[config.mk]
export PLATFORM = sky130hd
export DESIGN_NAME = regmux_rr_flat
export DESIGN_NICKNAME = d
export VERILOG_FILES = /design/src/rtl/regmux_rr_if.sv /design/src/rtl/regmux_rr.sv /design/src/flat_wrapper.sv
export SDC_FILE = /design/constraint.sdc
export NUM_CORES = 1
export LEC_CHECK = 0
export BUFFER_PORTS_ARGS = -buffer_cell sky130_fd_sc_hd__buf_2
export CAP_MARGIN = 5
export CORE_UTILIZATION = 28
export DETAILED_ROUTE_END_ITERATION = 10
export SYNTH_ARGS = -nofsm -noshare
export SYNTH_HDL_FRONTEND = slang
export SYNTH_SLANG_ARGS = --single-unit
[constraint.sdc]
create_clock -name clk -period 6.8 [get_ports clk]
set_input_delay 1.36 -clock clk [delete_from_list [all_inputs] [get_ports clk]]
set_output_delay 1.36 -clock clk [all_outputs]
set_load 0.1 [all_outputs]
[src/rtl/regmux_rr_if.sv]
// Handshake bundle for regmux_rr: N input channels with per-channel valid/ready,
// plus one registered output channel carrying data and the source channel index.
interface regmux_rr_if #(
   parameter int WIDTH = 8,
   parameter int N     = 8
);
   localparam int SEL_W = $clog2(N);

   logic                 mode;
   logic [SEL_W-1:0]     sel;
   logic [N*WIDTH-1:0]   in_data;
   logic [N-1:0]         in_valid;
   logic [N-1:0]         in_ready;
   logic [WIDTH-1:0]     out_data;
   logic                 out_valid;
   logic                 out_ready;
   logic [SEL_W-1:0]     out_ch;

   modport master (
      output mode, sel, in_data, in_valid, out_ready,
      input  in_ready, out_data, out_valid, out_ch
   );

   modport slave (
      input  mode, sel, in_data, in_valid, out_ready,
      output in_ready, out_data, out_valid, out_ch
   );
endinterface

[src/rtl/regmux_rr.sv]
// N:1 channel mux (direct select or round-robin) into one output register; 1-cycle latency.
// Backpressure: a held item (out_valid && !out_ready) freezes the register and drops all in_ready.
module regmux_rr #(
   parameter int WIDTH = 8,
   parameter int N     = 8
) (
   input  logic     clk,
   input  logic     rst,
   regmux_rr_if.slave bus
);
   localparam int SEL_W = $clog2(N);
   localparam logic [SEL_W:0] NV = (SEL_W+1)'(N);

   logic [SEL_W-1:0] ptr;
   logic [SEL_W-1:0] c;
   logic [SEL_W-1:0] c_rr;
   logic             found;
   logic             found_rr;
   logic             free;
   logic             xfer;
   logic             vld_c;
   logic [WIDTH-1:0] dat_c;
   logic [N-1:0]     rdy;
   logic [SEL_W:0]   t;

   // Search ptr+1, ptr+2, ... with explicit wrap so non-power-of-2 N stays in range.
   always_comb begin
      found_rr = 1'b0;
      c_rr     = '0;
      t        = '0;
      for (int i = 1; i <= N; i++) begin
         t = {1'b0, ptr} + (SEL_W+1)'(i);
         if (t >= NV)
            t = t - NV;
         if (!found_rr && bus.in_valid[t[SEL_W-1:0]]) begin
            found_rr = 1'b1;
            c_rr     = t[SEL_W-1:0];
         end
      end
   end

   always_comb begin
      if (bus.mode) begin
         found = found_rr;
         c     = c_rr;
      end else begin
         found = ({1'b0, bus.sel} < NV);
         c     = bus.sel;
      end
      free  = !bus.out_valid || bus.out_ready;
      rdy   = '0;
      vld_c = 1'b0;
      dat_c = '0;
      for (int k = 0; k < N; k++) begin
         if (found && (c == SEL_W'(k))) begin
            rdy[k] = free;
            vld_c  = bus.in_valid[k];
            dat_c  = bus.in_data[k*WIDTH +: WIDTH];
         end
      end
      xfer = vld_c && free;
   end

   assign bus.in_ready = rst ? '0 : rdy;

   always_ff @(posedge clk or posedge rst) begin
      if (rst) begin
         bus.out_valid <= 1'b0;
         bus.out_data  <= '0;
         bus.out_ch    <= '0;
         ptr           <= SEL_W'(N-1);
      end else if (free) begin
         bus.out_valid <= xfer;
         if (xfer) begin
            bus.out_data <= dat_c;
            bus.out_ch   <= c;
            if (bus.mode)
               ptr <= c;
         end
      end
   end
endmodule

[src/flat_wrapper.sv]
// flat-port wrapper written by rule: the top's interface ports become plain ports
module regmux_rr_flat 
#(
   parameter int WIDTH = 8,
   parameter int N     = 8
)
  (clk, rst, bus_mode, bus_sel, bus_in_data, bus_in_valid, bus_out_ready, bus_in_ready, bus_out_data, bus_out_valid, bus_out_ch);
  regmux_rr_if #(.WIDTH(WIDTH), .N(N)) bus_i ();
  input  logic clk;
  input  logic rst;
  input wire logic [$bits(bus_i.mode)-1:0] bus_mode;
  input wire logic [$bits(bus_i.sel)-1:0] bus_sel;
  input wire logic [$bits(bus_i.in_data)-1:0] bus_in_data;
  input wire logic [$bits(bus_i.in_valid)-1:0] bus_in_valid;
  input wire logic [$bits(bus_i.out_ready)-1:0] bus_out_ready;
  output wire logic [$bits(bus_i.in_ready)-1:0] bus_in_ready;
  output wire logic [$bits(bus_i.out_data)-1:0] bus_out_data;
  output wire logic [$bits(bus_i.out_valid)-1:0] bus_out_valid;
  output wire logic [$bits(bus_i.out_ch)-1:0] bus_out_ch;
  assign bus_i.mode = bus_mode;
  assign bus_i.sel = bus_sel;
  assign bus_i.in_data = bus_in_data;
  assign bus_i.in_valid = bus_in_valid;
  assign bus_i.out_ready = bus_out_ready;
  assign bus_in_ready = bus_i.in_ready;
  assign bus_out_data = bus_i.out_data;
  assign bus_out_valid = bus_i.out_valid;
  assign bus_out_ch = bus_i.out_ch;
  regmux_rr #(.WIDTH(WIDTH), .N(N)) u_core (.clk(clk), .rst(rst), .bus(bus_i));
endmodule
; ---- Word level (Yosys, flattened, before mapping)
; Cells that the tools add are included.
[op_classes]
eq_ne = 7
addsub = 16
magnitude_cmp = 16
reduce_logical = 28
n_mux = 67
[op_table]
columns = operator, n
row1 = $mux 8, 9
row2 = $mux 3, 17
row3 = $mux 1, 33
row4 = $ge 4x4->1 const B, 8
row5 = $lt 3x4->1 const B, 8
row6 = $bmux 1 s3, 8
row7 = $sub 3x1->3 const B, 8
row8 = $add 3x3->4 const B, 4
row9 = $logic_and 1x1->1, 16
row10 = $eq 3x3->1 const B, 4
row11 = $add 3x2->4 const B, 2
row12 = $logic_not 1->1, 8
row13 = $eq 3x2->1 const B, 2
row14 = $add 3x1->4 const B, 1
row15 = $add 3x4->4 const B, 1
row16 = $eq 3x1->1 const B, 1
row17 = $logic_not 3->1, 1
row18 = $reduce_and 3->1, 1
row19 = $reduce_and 2->1, 1
row20 = $logic_or 1x1->1, 1
[word_totals]
output_inout_bits = 20
register_bits = 15
word_cells = 138

; ---- Depth between registers and ports, before layout
[depth]
depth_word = 40
mapped_depth = 17
ltp_nobuf = 12

; ---- Worst setup path before layout
; No wires, ideal clock.
[synth_path]
path_kind = input -> output
start = input port bus_in_valid[4]
end = output port bus_in_ready[7]
path_slack_ns = -0.836
cell_stages = 11
path_buffers = 3
arrival_ns = 6.276
cell_sequence = clkbuf_1 mux2_2 mux4_2 nand4bb_1 or4b_1 a21oi_1 a21oi_2 clkbuf_1 buf_2 or3b_2 nor3_1
[synth_between]
elab_chain_cells = 29
word_cells_on_any_way = 52
[synth_lines]
columns = element, line
row1 = "start, declared", flat_wrapper.sv:14  ; input wire logic [$bits(bus_i.in_valid)-1:0] bus_in_valid;
row2 = $bmux 1 s3, regmux_rr.sv:35  ; if (!found_rr && bus.in_valid[t[SEL_W-1:0]]) begin
row3 = $mux 1 (not written as such), regmux_rr.sv:35
row4 = $mux 1, regmux_rr.sv:35
row5 = $logic_not 1->1, regmux_rr.sv:35
row6 = $logic_and 1x1->1, regmux_rr.sv:35
row7 = $mux 1, regmux_rr.sv:35
row8 = $logic_not 1->1, regmux_rr.sv:35
row9 = $logic_and 1x1->1, regmux_rr.sv:35
row10 = [... 13 more ...], --
row11 = $logic_not 1->1, regmux_rr.sv:35
row12 = $logic_and 1x1->1, regmux_rr.sv:35
row13 = $mux 3, regmux_rr.sv:35
row14 = $mux 3, regmux_rr.sv:43  ; if (bus.mode) begin
row15 = $eq 3x3->1, regmux_rr.sv:55  ; if (found && (c == SEL_W'(k))) begin
row16 = $logic_and 1x1->1 *, regmux_rr.sv:55
row17 = $mux 1 *, regmux_rr.sv:55
row18 = $mux 8 *, regmux_rr.sv:64  ; assign bus.in_ready = rst ? '0 : rdy;
row19 = "end, declared", flat_wrapper.sv:16  ; output wire logic [$bits(bus_i.in_ready)-1:0] bus_in_ready;
; Every way passes the cells marked *; elsewhere a longest branch is shown, timed or not. The select of a mux whose other input is x is not followed.

; ---- Worst setup path after layout
[layout_path]
start = register u_core.ptr[1]
end = output port bus_in_ready[6]
[layout_between]
elab_chain_cells = 32
word_cells_on_any_way = 84
[layout_lines]
columns = element, line
row1 = "start, declared", regmux_rr.sv:14  ; logic [SEL_W-1:0] ptr;
row2 = "start signal, assigned", regmux_rr.sv:71  ; ptr <= SEL_W'(N-1);
row3 = $add 3x1->4, regmux_rr.sv:32  ; t = {1'b0, ptr} + (SEL_W+1)'(i);
row4 = $ge 4x4->1 / $sub 3x1->3 (equally long branches), "regmux_rr.sv:33, regmux_rr.sv:34"
row5 = $mux 3, regmux_rr.sv:33  ; if (t >= NV)
row6 = $bmux 1 s3, regmux_rr.sv:35
row7 = $mux 1 (not written as such), regmux_rr.sv:35
row8 = $mux 1, regmux_rr.sv:35
row9 = $logic_not 1->1, regmux_rr.sv:35
row10 = $logic_and 1x1->1, regmux_rr.sv:35
row11 = [... 16 more ...], --
row12 = $logic_not 1->1, regmux_rr.sv:35
row13 = $logic_and 1x1->1, regmux_rr.sv:35
row14 = $mux 3, regmux_rr.sv:35
row15 = $mux 3, regmux_rr.sv:43
row16 = $eq 3x3->1, regmux_rr.sv:55
row17 = $logic_and 1x1->1 *, regmux_rr.sv:55
row18 = $mux 1 *, regmux_rr.sv:55
row19 = $mux 8 *, regmux_rr.sv:64
; Marks and branches as above.

==> flow_summary.json <==
{
  "clock_sinks": 15,
  "initial_utilization_pct": 29.2,
  "yosys.area.top_type": "mux2i_1",
  "grt_pass1_wl_um": 14900,
  "cts_tree": "built",
  "ant_nets": 0,
  "synth_fp_nets": 398,
  "hold_viol": 0,
  "grt_pass1_vias": 2945,
  "dpl.hpwl_um": 7020,
  "ys_types": 64,
  "max_freq_ghz": 0.158,
  "ios": 99,
  "cp_max_fo": 15,
  "fin_skew_ns": 0.00433,
  "antenna_found_initial": 0,
  "vias_per_cell": 5.64,
  "clock_latency_ns": 0.25,
  "vias": 2972,
  "cts_max_level": 1,
  "drt_wl_total_um": 9090,
  "cp_slowest_stage_delay_ns": 0.70,
  "endpoint_kind": "output pin",
  "final_cell_mix": "buf_2, mux2i_1, nand2_1, nor2_1, mux2_2",
  "reg2reg_to": "u_core.bus.out_data[0]",
  "r2r_slack_ns": 1.49,
  "critical_path_required_ns": 5.44,
  "maxCapViolations": 0,
  "core_area_um2": 9330,
  "yosysWarningCount": 0,
  "setup_slack_ns": 0.483,
  "drt-initial-drc-count": 195,
  "timing.hold.ws_ns": 0.497,
  "die_width_um": 101,
  "ctsResizeCount": 0,
  "drt_first_pass_iters": 5,
  "final_cell_area_um2": 3370,
  "cts_hold_buffers": 0,
  "path_cells": "inv_2 -> ha_1 -> mux4_2 -> mux2i_1 -> nand4bb_1 -> or4b_1 -> a21oi_1 -> a21oi_2 -> or3b_2 -> nor2_1 -> buf_2",
  "cp.arrival_ns": 4.96,
  "gr-usage-all-layers_pct": 18.4,
  "drive_gt1_share_pct": 39.7,
  "syn_inst": 317,
  "n_antenna_cell": 0,
  "hp-start": "u_core.bus.out_data[7]",
  "grt_max_degree": 24,
  "outcome": "completed",
  "grt_overflow": 0,
  "hold_class": "reg2reg",
  "clkTransAtPathRegs_ns": 0.06,
  "synth_edf_count": 0,
  "cp_top_family": "simple AND/OR/NAND/NOR gates",
  "synth_top_area_share_pct": 11.4,
  "worst_slew_pin_slew_ns": 0.880,
  "hold_path_depth": 1,
  "dp_slack_ns": 0.721,
  "postCtsSetupBuffers": 0,
  "layout_commonest_cell": "buf_2",
  "rr_worst_depth": 13,
  "ys_ff_latch": 15,
  "die_area_um2": 10100,
  "period_share_pct": 92.9,
  "route.detailed.wl_per_inst_um": 17.2,
  "critPathSlowestCell": "dfstp_2",
  "path_buf_inv": 2,
  "syn_area_um2": 2720,
  "cts_buffers": 3,
  "globalplace.congestion": 0.887,
  "cts_root_buffer": "clkbuf_8",
  "postPlaceCellArea_um2": 3320,
  "row_count": 35,
  "drc": 0,
  "synthToLayoutAreaGrowth_pct": 23.8,
  "finalNetCount": 480,
  "avgSynthCellArea_um2": 8.58,
  "seq_area_frac_synth_pct": 13.9,
  "cts_buffer_depth": 2,
  "slew_viol_final": 0,
  "setup_viol": 0,
  "synthFlopType": "dfrtp_1",
  "rsz0062_at_grt": "false",
  "critPathKind": "reg2out",
  "synthTopCellsByArea": "mux2i_1, dfrtp_1, mux4_2",
  "worstSetupStartpoint": "u_core.ptr[1]",
  "synthArstFlopShare_pct": 100,
  "timing.rr.start": "u_core.ptr[1]",
  "hold_end": "u_core.bus.out_data[7]",
  "post-route-min-period_ns": 6.32,
  "cp-start-kind": "register",
  "fp.dieH_um": 101,
  "io_buffers": 98,
  "timing.slew.headroom_pct": 41.1
}
-- sequential cells by signal (all words and copies together) (netlist names) --
| name | flops |
|---|---|
| u_core.bus.out_data | 8 |
| u_core.bus.out_ch | 3 |
| u_core.ptr | 3 |
| u_core.bus.out_valid | 1 |
-- routing by layer --
metal	vias up	track usage, %	share of wire [%]
met2	143	32.3	49
li1	1408	-	-
met5	-	0	0
met4	0	5.46	1.6
met3	12	2.36	7.4
met1	1409	23.4	42
-- final cells by class --
type	instances	area, um2
clock buffers	3	41.3
clock inverters	1	5.00
fillers	1013	5960
inverters	8	32.5
multi-input cells	267	2180
flip-flops and latches	15	379
well taps	129	161
repair buffers	104	566
-- stage by stage --
| step | setup TNS (ns) | instances | utilization, % |
|---|---|---|---|
| 6_report | 0 | 527 | 36.1 |
| 5_1_grt | 0 | 527 | 36.1 |
| 4_1_cts | 0 | 527 | 36.1 |
| 3_5_place_dp | 0 | 523 | 35.6 |
| 3_3_place_gp | 0 | 523 | 35.6 |
| 2_1_floorplan | -0.434 | 317 | - |
-- worst reg2reg max path, stage by stage, from the launching register on --
cell	delay, ns
dfstp_2	0.70
inv_2	0.17
ha_1	0.69
mux4_2	0.51
mux2i_1	0.48
nor2_1	0.10
or4_1	0.56
o22ai_1	0.16
buf_4	0.17
a31o_4	0.37
nor3_1	0.10
a211oi_1	0.64
or2_1	0.38
a32o_1	0.22
-- kinds of logic (layout without fill, tap and decap cells) --
family                     after synthesis  after routing  synth area share, %
xor gates and xnor gates                 3              3                0.966
muxes                                   63             63                 29.9
DFF                                     15             15                 13.9
and+or+nand+nor                        109            109                 20.9
buffers and inverters                   35            116                 6.16
AOI/OAI and AO/OA                       90             90                 27.2
adders and majority gates                2              2                0.920
-- synth_stat cells, types with 9 or more instances --
master and n:
a211oi_1 12, a21oi_1 10, a221oi_1 10, buf_2 9
clkbuf_1 12, dfrtp_1 12, mux2_2 15, mux2i_1 31
mux4_2 12, nand2_1 29, nor2_1 29, nor3_1 11
-- worst max-delay path by stage --
stage	end	cells after the start	slack, ns
after floorplan	bus_in_ready[4]	11	-0.07
after global placement	bus_in_ready[7]	10	0.74
after detailed placement	bus_in_ready[7]	10	0.72
after CTS	bus_in_ready[7]	11	0.54
after global routing	bus_in_ready[7]	11	0.24
final	bus_in_ready[6]	11	0.48
Power is left out: the tool's default activity adds up to more than one toggle a clock period on the data nets, which glitch-free logic cannot reach.
